`src/rtl/fpadd_arbiter_pkg.sv`:
```
// Shared types and constants for the floating-point adder arbiter slice.
// The state encoding is fixed so that state values stay stable across tools.
package fpaddarbpkg;

    localparam int NREQ_DEFAULT = 4;
    localparam int IDW          = $clog2(NREQ_DEFAULT);

    typedef enum logic [1:0] {
        A_IDLE    = 2'd0,
        A_LAUNCH  = 2'd1,
        A_WAIT    = 2'd2,
        A_RESPOND = 2'd3
    } ArbStateType;

endpackage

```
`src/rtl/fpadd_arbiter_rr_picker.sv`:
```
// Combinational round-robin picker: first set request bit searching upward
// from the slot after i_last, wrapping around.
module rr_picker #(
    parameter int NREQ = 4,
    parameter int IDXW = 2
) (
    input  logic [NREQ-1:0] i_req,
    input  logic [IDXW-1:0] i_last,
    output logic            o_found,
    output logic [IDXW-1:0] o_grant
);

    int w_idx;

    // Scan from farthest to nearest so the nearest requester overwrites last.
    always_comb begin
        o_found = 1'b0;
        o_grant = '0;
        w_idx   = 0;
        for (int k = NREQ; k >= 1; k--) begin
            w_idx = (int'(i_last) + k >= NREQ) ? (int'(i_last) + k - NREQ)
                                               : (int'(i_last) + k);
            if (i_req[w_idx[IDXW-1:0]]) begin
                o_found = 1'b1;
                o_grant = w_idx[IDXW-1:0];
            end else begin
                o_found = o_found;
            end
        end
    end

endmodule

```
`src/rtl/fpadd_arbiter.sv`:
```
// Round-robin arbiter/sequencer sharing one floating-point adder among NREQ
// requesters, with a saturating watchdog that turns a hung adder into an error response.
module fpadd_arbiter
    import fpaddarbpkg::*;
#(
    parameter int NREQ         = NREQ_DEFAULT,
    parameter int EXPBITS      = 8,
    parameter int MANTISSABITS = 23,
    parameter int WIDTH        = 1 + EXPBITS + MANTISSABITS,
    parameter int TIMEOUT      = 64
) (
    input  logic                  Clock,
    input  logic                  Reset,
    input  logic [NREQ-1:0]       i_ReqValid,
    input  logic [NREQ*WIDTH-1:0] i_ReqA,
    input  logic [NREQ*WIDTH-1:0] i_ReqB,
    output logic [NREQ-1:0]       o_ReqReady,
    output logic [NREQ-1:0]       o_RspValid,
    input  logic [NREQ-1:0]       i_RspReady,
    output logic [WIDTH-1:0]      o_RspData,
    output logic                  o_RspErr,
    output logic                  o_Go,
    output logic [WIDTH-1:0]      o_OpA,
    output logic [WIDTH-1:0]      o_OpB,
    input  logic                  i_AdderDone,
    input  logic [WIDTH-1:0]      i_AdderSum,
    output logic                  o_Busy
);

    localparam int              IDXW     = (NREQ > 1) ? $clog2(NREQ) : 1;
    localparam int              WDW      = $clog2(TIMEOUT + 1);
    localparam logic [IDXW-1:0] LAST_RST = IDXW'(NREQ - 1);
    localparam logic [WDW-1:0]  WD_LIMIT = WDW'(TIMEOUT);

    ArbStateType      r_state;
    logic [IDXW-1:0]  r_grant;
    logic [IDXW-1:0]  r_last;
    logic [WDW-1:0]   r_wdog;
    logic [WIDTH-1:0] r_opa;
    logic [WIDTH-1:0] r_opb;
    logic [WIDTH-1:0] r_rsp_data;
    logic             r_rsp_err;

    logic             w_found;
    logic [IDXW-1:0]  w_pick;
    logic             w_accept;
    logic             w_rsp_take;
    logic             w_wd_expire;
    logic [WIDTH-1:0] w_sel_a;
    logic [WIDTH-1:0] w_sel_b;

    rr_picker #(
        .NREQ (NREQ),
        .IDXW (IDXW)
    ) u_rr_picker (
        .i_req   (i_ReqValid),
        .i_last  (r_last),
        .o_found (w_found),
        .o_grant (w_pick)
    );

    assign w_accept    = (r_state == A_IDLE) && w_found;
    assign w_rsp_take  = (r_state == A_RESPOND) && i_RspReady[r_grant];
    // This WAIT cycle is the TIMEOUT-th one when the counter holds TIMEOUT-1.
    assign w_wd_expire = (r_wdog >= (WD_LIMIT - WDW'(1)));

    assign o_ReqReady = w_accept ? (NREQ'(1) << w_pick) : '0;
    assign o_RspValid = (r_state == A_RESPOND) ? (NREQ'(1) << r_grant) : '0;
    assign o_Go       = (r_state == A_LAUNCH);
    assign o_Busy     = (r_state != A_IDLE);
    assign o_OpA      = r_opa;
    assign o_OpB      = r_opb;
    assign o_RspData  = r_rsp_data;
    assign o_RspErr   = r_rsp_err;

    // Operand mux for the picked requester.
    always_comb begin
        w_sel_a = '0;
        w_sel_b = '0;
        for (int i = 0; i < NREQ; i++) begin
            if (w_pick == IDXW'(i)) begin
                w_sel_a = i_ReqA[i*WIDTH +: WIDTH];
                w_sel_b = i_ReqB[i*WIDTH +: WIDTH];
            end else begin
                w_sel_a = w_sel_a;
            end
        end
    end

    // Sequencer FSM, operand/result latches and watchdog.
    always_ff @(posedge Clock) begin
        if (Reset) begin
            r_state    <= A_IDLE;
            r_grant    <= '0;
            r_last     <= LAST_RST;
            r_wdog     <= '0;
            r_opa      <= '0;
            r_opb      <= '0;
            r_rsp_data <= '0;
            r_rsp_err  <= 1'b0;
        end else begin
            case (r_state)
                A_IDLE: begin
                    if (w_accept) begin
                        r_grant <= w_pick;
                        r_opa   <= w_sel_a;
                        r_opb   <= w_sel_b;
                        r_state <= A_LAUNCH;
                    end
                end
                A_LAUNCH: begin
                    r_wdog  <= '0;
                    r_state <= A_WAIT;
                end
                A_WAIT: begin
                    r_wdog <= (r_wdog == WD_LIMIT) ? r_wdog : (r_wdog + WDW'(1));
                    if (i_AdderDone) begin
                        r_rsp_data <= i_AdderSum;
                        r_rsp_err  <= 1'b0;
                        r_state    <= A_RESPOND;
                    end else if (w_wd_expire) begin
                        r_rsp_data <= '0;
                        r_rsp_err  <= 1'b1;
                        r_state    <= A_RESPOND;
                    end
                end
                A_RESPOND: begin
                    if (w_rsp_take) begin
                        r_last  <= r_grant;
                        r_state <= A_IDLE;
                    end
                end
                default: begin
                    r_state <= A_IDLE;
                end
            endcase
        end
    end

endmodule
```
`config.mk`:
```
export PLATFORM = sky130hd
export DESIGN_NAME = fpadd_arbiter
export DESIGN_NICKNAME = d
export VERILOG_FILES = /design/src/rtl/fpadd_arbiter_pkg.sv /design/src/rtl/fpadd_arbiter_rr_picker.sv /design/src/rtl/fpadd_arbiter.sv
export SDC_FILE = /design/constraint.sdc
export NUM_CORES = 1
export LEC_CHECK = 0
export CAP_MARGIN = 20
export CORE_AREA = 2 2 157 159
export CTS_BUF_LIST = sky130_fd_sc_hd__clkbuf_2
export DETAILED_ROUTE_END_ITERATION = 10
export DIE_AREA = 0 0 159 161
export PLACE_DENSITY = 0.61
export SYNTH_ARGS = -nofsm -noshare
export SYNTH_HDL_FRONTEND = slang
export SYNTH_SLANG_ARGS = --single-unit
```
`constraint.sdc`:
```
create_clock -name Clock -period 3.5 [get_ports Clock]
set_clock_uncertainty 0.1 [all_clocks]
set_input_delay 0.7 -clock Clock [delete_from_list [all_inputs] [get_ports Clock]]
set_output_delay 0.7 -clock Clock [all_outputs]
set_load 0.005 [all_outputs]
```
# Yosys cells after proc, flatten, opt, wreduce, memory -nomap -nowiden
# Index checks and enable logic that the tools add are counted.
# classes
n_addsub	9
reduce_logical	12
magnitude_cmp	10
muxes	43
n_eq_ne	11
shift	2
# ops
cell	count
$mux 32	10
$mux 2	12
$lt 2x3->1 const B	5
$pmux 7 s2	1
$mux 1	11
$bmux 1 s2	5
$ge 3x3->1 const B	3
$eq 2x2->1 const B	4
$mux 4	2
$pmux 2 s4	1
$reduce_and 2->1	4
$shl 1x2->4 const A	2
$sub 2x1->2 const B	4
$add 7x1->7 const B	1
$eq 7x7->1 const B	1
$ge 7x6->1 const B	1
$mux 7	1
$add 2x2->3 const B	2
$ne 2x2->1 const B	3
$reduce_bool 2->1	3
$add 2x3->4 const B	1
$eq 2x1->1 const B	2
$ge 4x3->1 const B	1
$logic_not 2->1	2
4 further kinds	5
# totals
word_cells	95
register_bits	110
out_inout_bits	107

# Depth between registers and ports, before layout
# Gate-level depths: netlist of the first run.
# logic_depth
word_depth	14
mapped_depth	8
ltp_nobuf	7

# Modules after synthesis
# A second synthesis of the first run with hierarchy kept.
# hier_totals
cells_unflattened	617
area_unflattened_um2	5815.6
# modules_own_cells
module	area_per_inst_um2	seq_area_each_um2	cells_per_inst	instances
fpadd_arbiter	5724.2	2202.1	603	1
rr_picker	91.3	0.0	14	1

# Worst setup path before layout of the first run
# OpenSTA, ideal clock, no wires.
# synth_path
path_type	input to output
from	input port i_ReqValid[3]
to	output port o_ReqReady[0]
setup_slack_ps	928
stages	6
t_arrival_ps	1772
t_required_ps	2700
path_cell_list	nor2b_1 -> o21a_1 -> nor3_2 -> buf_2 -> buf_4 -> and3_1
# synth_via
elab_chain_len	8
word_cells_on_any_way	19
classes_between	1 x shift; 17 x mux; 1 x reduce/logical
# synth_lines
item	line_no	rtl
start, declared	fpadd_arbiter.sv:14	input logic [NREQ-1:0] i_ReqValid,
$bmux 1 s2	fpadd_arbiter_rr_picker.sv:23	if (i_req[w_idx[IDXW-1:0]]) begin
$mux 1 (not written as such)	fpadd_arbiter_rr_picker.sv:23	
$mux 2 or $mux 1 (tied branches) (4 in series)	fpadd_arbiter_rr_picker.sv:23	
$shl 1x2->4 or $logic_and 1x1->1 (tied branches)	fpadd_arbiter.sv:67, fpadd_arbiter.sv:62	
$mux 4 (*)	fpadd_arbiter.sv:67	assign o_ReqReady = w_accept ? (NREQ'(1) << w_pick) : '0;
end, declared	fpadd_arbiter.sv:17	output logic [NREQ-1:0] o_ReqReady,
# Every way passes the cells marked *; elsewhere a longest branch is shown, timed or not. The select of a mux whose other input is x is not followed.

# Worst setup path after layout of the first run
# layout_path
from	input port i_ReqValid[3]
to	output port o_ReqReady[1]
# Same word-level chain as after synthesis.

==> key figures, run 1 <==
STA
  • Rel. slew slack: 0.550
  • Final slew viol count: 0
  • Actual slew at the worst max-slew pin: 0.676 ns
  • Final hold vios: 0
  • Final period util: 0.959
  • Setup TNS: 0 ns
  • RSZ-0062 raised after global routing: no
  • Fin crit period: 3.36 ns
  • Highest achievable clock rate: 0.298 GHz
  • Final setup violation count: 0

Clock tree
  • Clock buffer depth: 2
  • CTS H-Tree Depth: 3
  • CTS Sinks: 110
  • Reg clk slew, reported paths: 0.35 ns
  • Root Driver: clkbuf_2
  • Num CTS Buffers: 9
  • Clk_lat worst skew: 0.63 ns
  • TritonCTS clock tree: built
  • Hold_buf cts: 0

Logic synthesis
  • Netlist Area Pre-Place: 5730 µm²
  • Syn avg cell area: 7.74 µm²
  • Ys Warns: 0
  • Seq/Total Area, Yosys: 0.385
  • FF+latch count, synth: 110
  • Synth top area share: 0.385
  • Syn_nets: 1045
  • Top cells by area, synth: dfxtp_1 (38%), nand2_1 (11%), o221ai_1 (6.4%)
  • Async set-reset flop share out of synthesis: 0
  • Post-synth EDFFs: 0
  • Post-Syn Instances: 740
  • Main flop type after synthesis: dfxtp_1
  • Distinct cell type count after synthesis: 46
  • Synth area leader: dfxtp_1

Floorplanning
  • Placeable core region: 24000 µm²
  • Die X: 159 µm
  • I/O pin cnt: 406
  • Initial Utilization: 0.239
  • Area of the die: 25600 µm²
  • Num rows: 57
  • Die Y: 161 µm

Route
  • Drt wl/cell: 17.3 µm
  • Vias per cell: 4.77
  • Starting DRT DRC Count: 341
  • First-pass DRT Iterations: 5
  • DRT Wirelength: 25000 µm
  • Post-DRT Antenna Nets: 0
  • # DRC: 0
  • Vias: 6865

Global route
  • Total track usage: 0.189
  • Gr ovfl total: 0
  • First-pass GRT wire length: 38600 µm
  • Initial antenna violation count: 1
  • Vias in the first global route: 6895
  • Largest net degree at the start of global routing: 65

Power
  • Static Leak: 3.74 nW
  • Total power divided by cell area: 478 nW/µm²
  • Switching Fraction: 0.375
  • Clock share of power: 0.116
  • Internal: 3.04 mW
  • Power share of the combinational group: 0.519
  • Max IR drop VDD: 0.231 mV
  • Sequential power share: 0.366
  • Switching power: 1.83 mW

Job
  • Max Cap Viol: 0

Final layout
  • Final Util: 0.426
  • Fill cells: 2488
  • Share of layout cells above drive strength 1: 0.0682
  • NumNets Final: 1415
  • Area Growth Syn to Fin: 78.1%

Setup path
  • WP data arrival: 2.56 ns
  • Critical path capture point type: output port
  • Worst Setup Path Type: in2out
  • R2r worst-path depth: 7
  • Crit path required time: 2.70 ns
  • Crit-path max FO: 6
  • Startpoint Class: input pin
  • R2R setup slack: 0.92 ns

Outcome
  • Status: finished clean

Placement
  • Dpl hpwl: 18700 µm
  • Port bufs: 405
  • Routability cong.: 0.848

Min path
  • Hold/Removal Path Class: in2reg
  • Hold Path Stages: 4
==> routing by layer <==
layer  GRT usage  vias to the layer above  part of all wire
li1            -                     3391                 -
met1       0.219                     3170              0.40
met2       0.334                      265              0.50
met3      0.0547                       39             0.076
met4      0.0624                        0             0.029
met5           0                        -                 0
==> cells in the mapped netlist, types with 3 or more instances <==
library cell	number
xor2_1	3
nand3_1	35
a21oi_1	62
a22oi_1	23
o21ai_1	42
nand2_1	162
nand2b_1	3
or2_2	3
clkbuf_1	50
nor2_1	42
nand4_1	3
o221ai_1	42
a311o_1	3
and3_1	45
inv_1	7
ha_1	6
a211oi_1	26
dfxtp_1	110
buf_2	13
mux2i_1	4
buf_6	3
mux2_2	22
==> stage by stage <==
stage                     hold WS [ns]  power [mW]  worst slack [ns]  instance area, µm²  instances
final                            0.321        4.87             0.144               10200       1439
after global routing             0.210        5.23            0.0411               10200       1439
after CTS                        0.365        4.92            0.0353               10200       1436
after detailed placement         0.340        4.32             0.145               10100       1421
after global placement           0.336        4.29             0.161               10100       1421
after floorplan                  0.343        2.91             0.928                5730        740
==> critical path, cell delays in order <==
cell	delay, ns
clkdlybuf4s50_1	0.42
buf_4	0.16
or2_0	0.26
o221ai_1	0.23
nand2_1	0.12
nor2_1	0.12
clkdlybuf4s50_1	0.54
==> layout by cell type, fill, tap and decap left out, drive strengths merged, types with 3 or more instances in the layout <==
cell / Yosys / routed
o221ai: 42 / 42
o21ai: 43 / 43
nand2: 162 / 162
a211oi: 26 / 26
dfxtp: 110 / 110
nand4: 3 / 3
inv: 7 / 10
nand3: 35 / 35
clkdlybuf4s50: 0 / 404
or2: 4 / 4
a22oi: 23 / 23
nand2b: 3 / 3
mux2: 23 / 23
nor3: 3 / 3
a311o: 3 / 3
nor2: 42 / 42
mux2i: 4 / 4
buf: 18 / 23
xor2: 3 / 3
ha: 6 / 6
clkbuf: 50 / 10
a21oi: 62 / 62
and3: 45 / 45
==> power groups by stage <==
stage | registers (mW) | clock network [mW] | logic, mW
2_1_floorplan | 1.81 | 0 | 1.10
5_1_grt | 1.83 | 0.651 | 2.75
6_report | 1.78 | 0.563 | 2.53
3_3_place_gp | 1.79 | 0 | 2.49
3_5_place_dp | 1.81 | 0 | 2.51
4_1_cts | 1.78 | 0.620 | 2.52
==> cells by family after synthesis <==
| group | synth area share |
|---|---|
| simple gates | 0.238 |
| compound gates | 0.249 |
| mux | 0.0529 |
| fa+ha+maj | 0.0131 |
| xor+xnor | 0.00459 |
| buf+inv | 0.0572 |
| flops | 0.385 |
==> what timing repair did <==
item,in CTS,in global routing
buffers inserted,0,1
gates resized for setup,0,4
setup endpoints to repair,0,3
==> final cells by class <==
cell class,count,area (µm²),share of cell area
repair buffers,427,4230,0.414
well taps,324,405,0.0397
inverters,7,26.3,0.00258
flip-flops and latches,110,2200,0.216
multi-input cells,555,3240,0.318
diodes,1,2.50,0.000245
clock inverters,5,41.3,0.00405
clock buffers,10,50.0,0.00491
==> sequential cells by signal (all words and copies together) (netlist names) <==
name	count
o_OpA	32
o_OpB	32
o_RspData	32
o_RspErr	1
r_grant	2
r_last	2
r_state	2
r_wdog	7
==> path summary, 6_finish.rpt <==
kind | endpoint | startpoint
min reg2reg | o_OpB[10]$_SDFFE_PP0P_ | o_OpB[10]$_SDFFE_PP0P_
max | o_ReqReady[1] | i_ReqValid[3]
max reg2reg | o_OpA[1]$_SDFFE_PP0P_ | r_last[0]$_SDFFE_PP1P_
min | o_OpA[9]$_SDFFE_PP0P_ | Reset
Power figures use the tool's default switching activity.
==> run 2: changes to the inputs <==
- GPL_TIMING_DRIVEN: default -> 0
==> run 2 against run 1 <==
Net effect:
- critical path depth decreased by 1
- global-route usage increased by 1.9 points
- combinational power increased by 4%
==> key figures, run 2 (synthesized netlist as in run 1, its figures left out) <==
Global route
  • Total track usage: 0.208
  • Initial antenna violation count: 2
  • Vias in the first global route: 7030
  • Largest net degree at the start of global routing: 21
  • Gr ovfl total: 0
  • First-pass GRT wire length: 41300 µm

Placement
  • Placed cell areas: 10200 µm²
  • Placed insts: 1467
  • Dpl hpwl: 21600 µm
  • Post-Place Worst Slack: -0.642 ns
  • Port bufs: 403
  • Routability cong.: 0.857

Power
  • Total power divided by cell area: 484 nW/µm²
  • Tot Pwr: 5.03 mW
  • Internal: 3.10 mW
  • Switching Fraction: 0.385
  • Sequential power share: 0.352
  • Switching power: 1.93 mW
  • Clock share of power: 0.125
  • Power share of the combinational group: 0.524
  • Static Leak: 3.83 nW
  • Max IR drop VDD: 0.233 mV

Job
  • Max Cap Viol: 0

Route
  • Post-DRT Antenna Nets: 0
  • Vias per cell: 4.71
  • Starting DRT DRC Count: 382
  • DRT Wirelength: 27400 µm
  • Vias: 7016
  • First-pass DRT Iterations: 4
  • Drt wl/cell: 18.4 µm
  • # DRC: 0

STA
  • Highest achievable clock rate: 0.298 GHz
  • Final period util: 0.958
  • RSZ-0062 raised after global routing: no
  • Rel. slew slack: 0.517
  • Actual slew at the worst max-slew pin: 0.719 ns
  • Setup TNS: 0 ns
  • Final hold vios: 0
  • Final setup violation count: 0
  • Final setup margin: 0.146 ns
  • Final slew viol count: 0
  • Fin crit period: 3.35 ns

Setup path
  • Worst Setup Path Type: in2out
  • Crit path required time: 2.70 ns
  • Critical path capture point type: output port
  • Startpoint Class: input pin
  • WP data arrival: 2.55 ns
  • Crit-path max FO: 19

Floorplanning
  • Initial Utilization: 0.239
  • Area of the die: 25600 µm²
  • Placeable core region: 24000 µm²
  • Die Y: 161 µm
  • Die X: 159 µm
  • Num rows: 57
  • I/O pin cnt: 406

Final layout
  • Fill cells: 2473
  • Most frequent cells in the layout: clkdlybuf4s50_1 (399), nand2_1 (161), dfxtp_1 (106), a21oi_1 (61), clkbuf_1 (46)
  • NumNets Final: 1463
  • Share of layout cells above drive strength 1: 0.0705
  • Non-filler cells in the finished layout: 1489
  • Area Growth Syn to Fin: 81.5%
  • Most common cell after layout, fill and taps aside: clkdlybuf4s50_1
  • Multi-input logic area: 3240 µm²
  • Register area: 2210 µm²
  • Non-Filler Cell Area, Final: 10400 µm²

Clock tree
  • Clk_lat worst skew: 0.62 ns
  • CTS H-Tree Depth: 3
  • Reg clk slew, reported paths: 0.35 ns
  • Num CTS Buffers: 9
  • Clock buffer depth: 2
  • Root Driver: clkbuf_2
  • CTS Sinks: 110
  • TritonCTS clock tree: built

Min path
  • Hold/Removal Path Class: in2reg

Outcome
  • Status: finished clean
==> run 2: metal layers <==
layer | wire length (µm) | track usage | up-vias | part of all wire
li1 | - | - | 3488 | -
met1 | 11500 | 0.250 | 3205 | 0.42
met2 | 13000 | 0.349 | 269 | 0.47
met3 | 1810 | 0.0552 | 54 | 0.066
met4 | 1090 | 0.0959 | 0 | 0.040
met5 | 0 | 0 | - | 0
==> run 2: power by group through the flow <==
stage                     Sequential (mW)  Combinational, mW  Clock (mW)
after floorplan                      1.81               1.10           0
after global placement               1.78               2.58           0
after detailed placement             1.79               2.58           0
after CTS                            1.77               2.65       0.669
after global routing                 1.81               2.88       0.705
final                                1.77               2.63       0.627
==> run 2: worst paths after layout <==
kind	startpoint	endpoint	slack, ns	cells after the start
min reg2reg	o_OpB[3]$_SDFFE_PP0P_	o_OpB[3]$_SDFFE_PP0P_	0.36	2
max	i_ReqValid[1]	o_ReqReady[2]	0.15	6
min	i_AdderDone	o_RspData[7]$_SDFFE_PP0P_	0.32	3
max reg2reg	r_state[0]$_SDFFE_PP0P_	o_OpA[24]$_SDFFE_PP0P_	0.97	7
==> run 2: layout make-up <==
class,instances,share of cell area
inverters,7,0.00253
plain buffers,65,0.0307
clock buffers,9,0.00433
flip-flops and latches,110,0.213
multi-input cells,555,0.311
diodes,2,0.000481
repair buffers,410,0.393
well taps,324,0.0390
clock inverters,7,0.00650
==> run 2: critical path, stage by stage <==
cell and delay (ns):
dlygate4sd2_1 0.36, or3b_1 0.44, o311a_2 0.20, buf_8 0.18
and3_1 0.19, clkdlybuf4s50_1 0.46
==> run 2: repair_timing <==
item,4_1_cts,5_1_grt
setup endpoints to repair,4,4
hold buffers,0,0
resized for setup,22,7
pin swaps,3,1
setup buffers,6,1
==> run 2: through the flow <==
stage | hold WS [ns] | utilization
floorplan | 0.343 | -
global placement | 0.336 | 0.424
detailed placement | 0.338 | 0.424
CTS | 0.234 | 0.433
global route | 0.232 | 0.434
finish | 0.320 | 0.434
==> run 3: changes to the inputs <==
- CORE_AREA: 2 2 157 159 -> 4 4 158 160
- CTS_BUF_LIST: sky130_fd_sc_hd__clkbuf_2 -> default
- DIE_AREA: 0 0 159 161 -> 0 0 162 164
- PLACE_DENSITY: 0.61 -> 0.62
- SYNTH_HIERARCHICAL: default -> 1
==> run 3 against run 2 <==
Net effect:
- clock-buffer cell count unchanged
- via count down 9.7%
- combinational power about the same
- critical path depth up 1
- core utilization up 1.8 points
- wire length down 6.5%
- final area up 1.8%
- register-to-register slack worse by 0.08 ns
- critical endpoint is now o_ReqReady[3]
- final cell count down 9.0%
- synthesized cell count down 17%
==> key figures, run 3 <==
Final layout
  • Share of layout cells above drive strength 1: 0.101
  • Most common cell after layout, fill and taps aside: clkdlybuf4s50_1
  • Most frequent cells in the layout: clkdlybuf4s50_1 (400), nand2_1 (143), dfxtp_1 (110), a21oi_1 (107), mux4_2 (65)
  • Non-Filler Cell Area, Final: 10600 µm²
  • Ant. Diodes: 0
  • Final Util: 0.452
  • NumNets Final: 1337
  • Area Growth Syn to Fin: 81.9%
  • Fill cells: 2359

Setup path
  • CP max stage cell: clkdlybuf4s50_1
  • Startpoint Class: input pin
  • Critical path capture point type: output port
  • Bufs and invs on worst path: 3
  • R2r worst-path depth: 9
  • Worst path cell trace: clkdlybuf4s50_1 > and2b_1 > a21oi_2 > o221ai_2 > buf_8 > and3_1 > clkdlybuf4s50_1
  • Biggest cell delay along the critical path: 0.52 ns
  • Worst Setup Path Type: in2out
  • Cell mode on critical path: clkdlybuf4s50_1
  • WP data arrival: 2.56 ns
  • Worst path depth: 7
  • Largest delay contributor family on the critical path: buffers and inverters
  • Crit path required time: 2.70 ns
  • Crit-path max FO: 14
  • R2R setup slack: 0.89 ns

Global route
  • Initial antenna violation count: 0
  • Vias in the first global route: 6455
  • Gr ovfl total: 0
  • Total track usage: 0.183
  • First-pass GRT wire length: 37500 µm
  • Largest net degree at the start of global routing: 20

Placement
  • Placed cell areas: 10200 µm²
  • Routability cong.: 0.793
  • Post-Place Worst Slack: -0.821 ns
  • Dpl hpwl: 21600 µm
  • Port bufs: 403

Clock tree
  • Hold_buf cts: 0
  • TritonCTS clock tree: built
  • Clock buffer depth: 2
  • Clk_lat worst skew: 0.35 ns
  • CTS H-Tree Depth: 3
  • CTS Sinks: 110
  • Root Driver: clkbuf_16
  • Num CTS Buffers: 9
  • Reg clk slew, reported paths: 0.07 ns

Logic synthesis
  • Synth top cells by count: nand2_1 (143), dfxtp_1 (110), a21oi_1 (107)
  • Synth area leader: dfxtp_1
  • FF+latch count, synth: 110
  • Async set-reset flop share out of synthesis: 0
  • Syn avg cell area: 9.43 µm²
  • Ys Warns: 6
  • Post-Syn Instances: 617
  • Distinct cell type count after synthesis: 40
  • Netlist Area Pre-Place: 5820 µm²
  • Top cells by area, synth: dfxtp_1 (38%), mux4_2 (25%), nand2_1 (9.2%)
  • Seq/Total Area, Yosys: 0.379
  • Syn_nets: 923
  • Post-synth EDFFs: 0
  • Main flop type after synthesis: dfxtp_1
  • Most common cell in the netlist: nand2_1
  • Synth top area share: 0.379

STA
  • Rel. slew slack: 0.563
  • Actual slew at the worst max-slew pin: 0.655 ns
  • Final hold vios: 0
  • Highest achievable clock rate: 0.297 GHz
  • Fin crit period: 3.36 ns
  • RSZ-0062 raised after global routing: no
  • Final setup violation count: 0
  • Final period util: 0.961
  • Final slew viol count: 0
  • Final setup margin: 0.136 ns

Min path
  • Hold/Removal Path Class: reg2reg
  • Hold Path Stages: 2

Route
  • Post-DRT Antenna Nets: 0
  • Drt wl/cell: 18.9 µm
  • Vias: 6336
  • Starting DRT DRC Count: 224
  • DRT Wirelength: 25700 µm
  • Vias per cell: 4.68
  • # DRC: 0
  • First-pass DRT Iterations: 4

Floorplanning
  • I/O pin cnt: 406
  • Area of the die: 26600 µm²
  • Die Y: 164 µm
  • Initial Utilization: 0.249
  • Num rows: 56
  • Die X: 162 µm
  • Placeable core region: 23400 µm²

Power
  • Total power divided by cell area: 505 nW/µm²
  • Tot Pwr: 5.34 mW
  • Static Leak: 3.71 nW
  • Max IR drop VDD: 0.207 mV

Job
  • Max Cap Viol: 0

Outcome
  • Status: finished clean
-- run 3: cell count changes after synthesis, moves of 24 or more --
cell | previous run | this run
o221ai_1 | 42 | 0
a211oi_1 | 26 | 2
a21oi_1 | 62 | 107
nor2_1 | 42 | 11
mux4_2 | 0 | 65
and3_1 | 45 | 2
-- run 3: cells by family (layout without fill, tap and decap cells) --
family	count (synthesis)	count (layout)	synth area share
XOR/XNOR	2	2	0.00301
adder cells (fa/ha/maj)	7	7	0.0151
AND/OR/NAND/NOR	208	208	0.155
buffers and inverters	67	486	0.0488
flip-flops	110	110	0.379
AO/OA/AOI/OAI	154	154	0.141
multiplexers	69	69	0.259
-- run 3: power breakdown --
part / leakage, nW / internal (mW) / switching, mW
Sequential: 0.901 / 1.55 / 0.168
Combinational: 2.67 / 1.38 / 1.23
Clock: 0.136 / 0.495 / 0.515
Total: 3.71 / 3.43 / 1.92
-- run 3: worst reg2reg max path: cells and delay by family, from the launching register on --
family,cells,cell delay (ns)
compound gates,3,0.34
buf+inv,3,0.73
flops,1,0.46
mux,1,0.56
simple gates,2,0.29
-- run 3: layer usage --
metal / track usage / vias to the layer above / part of all wire
met5: 0 / - / 0
met3: 0.0364 / 26 / 0.066
li1: - / 3054 / -
met1: 0.219 / 2999 / 0.39
met4: 0.0411 / 0 / 0.019
met2: 0.339 / 257 / 0.52
-- run 3: layout make-up --
type / instances / area [µm²] / share of cell area
Clock inverter: 7 / 56.3 / 0.00532
Timing Repair Buffer: 407 / 4060 / 0.384
Clock buffer: 9 / 225 / 0.0213
Inverter: 10 / 37.5 / 0.00355
Tap cell: 319 / 399 / 0.0377
Sequential cell: 110 / 2200 / 0.208
Buffer: 53 / 268 / 0.0253
Multi-Input combinational cell: 440 / 3330 / 0.315
-- run 3: final timing paths --
| check | from | end |
|---|---|---|
| min reg2reg | o_OpA[9]$_SDFFE_PP0P_ | o_OpA[9]$_SDFFE_PP0P_ |
| max reg2reg | r_last[1]$_SDFFE_PP1P_ | o_OpA[23]$_SDFFE_PP0P_ |
| min | o_OpA[9]$_SDFFE_PP0P_ | o_OpA[9]$_SDFFE_PP0P_ |
| max | i_ReqValid[3] | o_ReqReady[3] |
-- run 3: metrics by stage --
stage               hold slack, ns  TNS, ns  instances
floorplan                    0.353        0        617
global placement             0.341    -2.85       1339
detailed placement           0.347    -2.81       1339
CTS                          0.358        0       1352
global route                 0.369        0       1355
finish                       0.353        0       1355
-- run 3: timing repair --
item | 4_1_cts | 5_1_grt
endpoints found under the hold margin | 0 | 0
setup endpoints to repair | 4 | 1
setup buffers | 0 | 4
resized for setup | 15 | 5
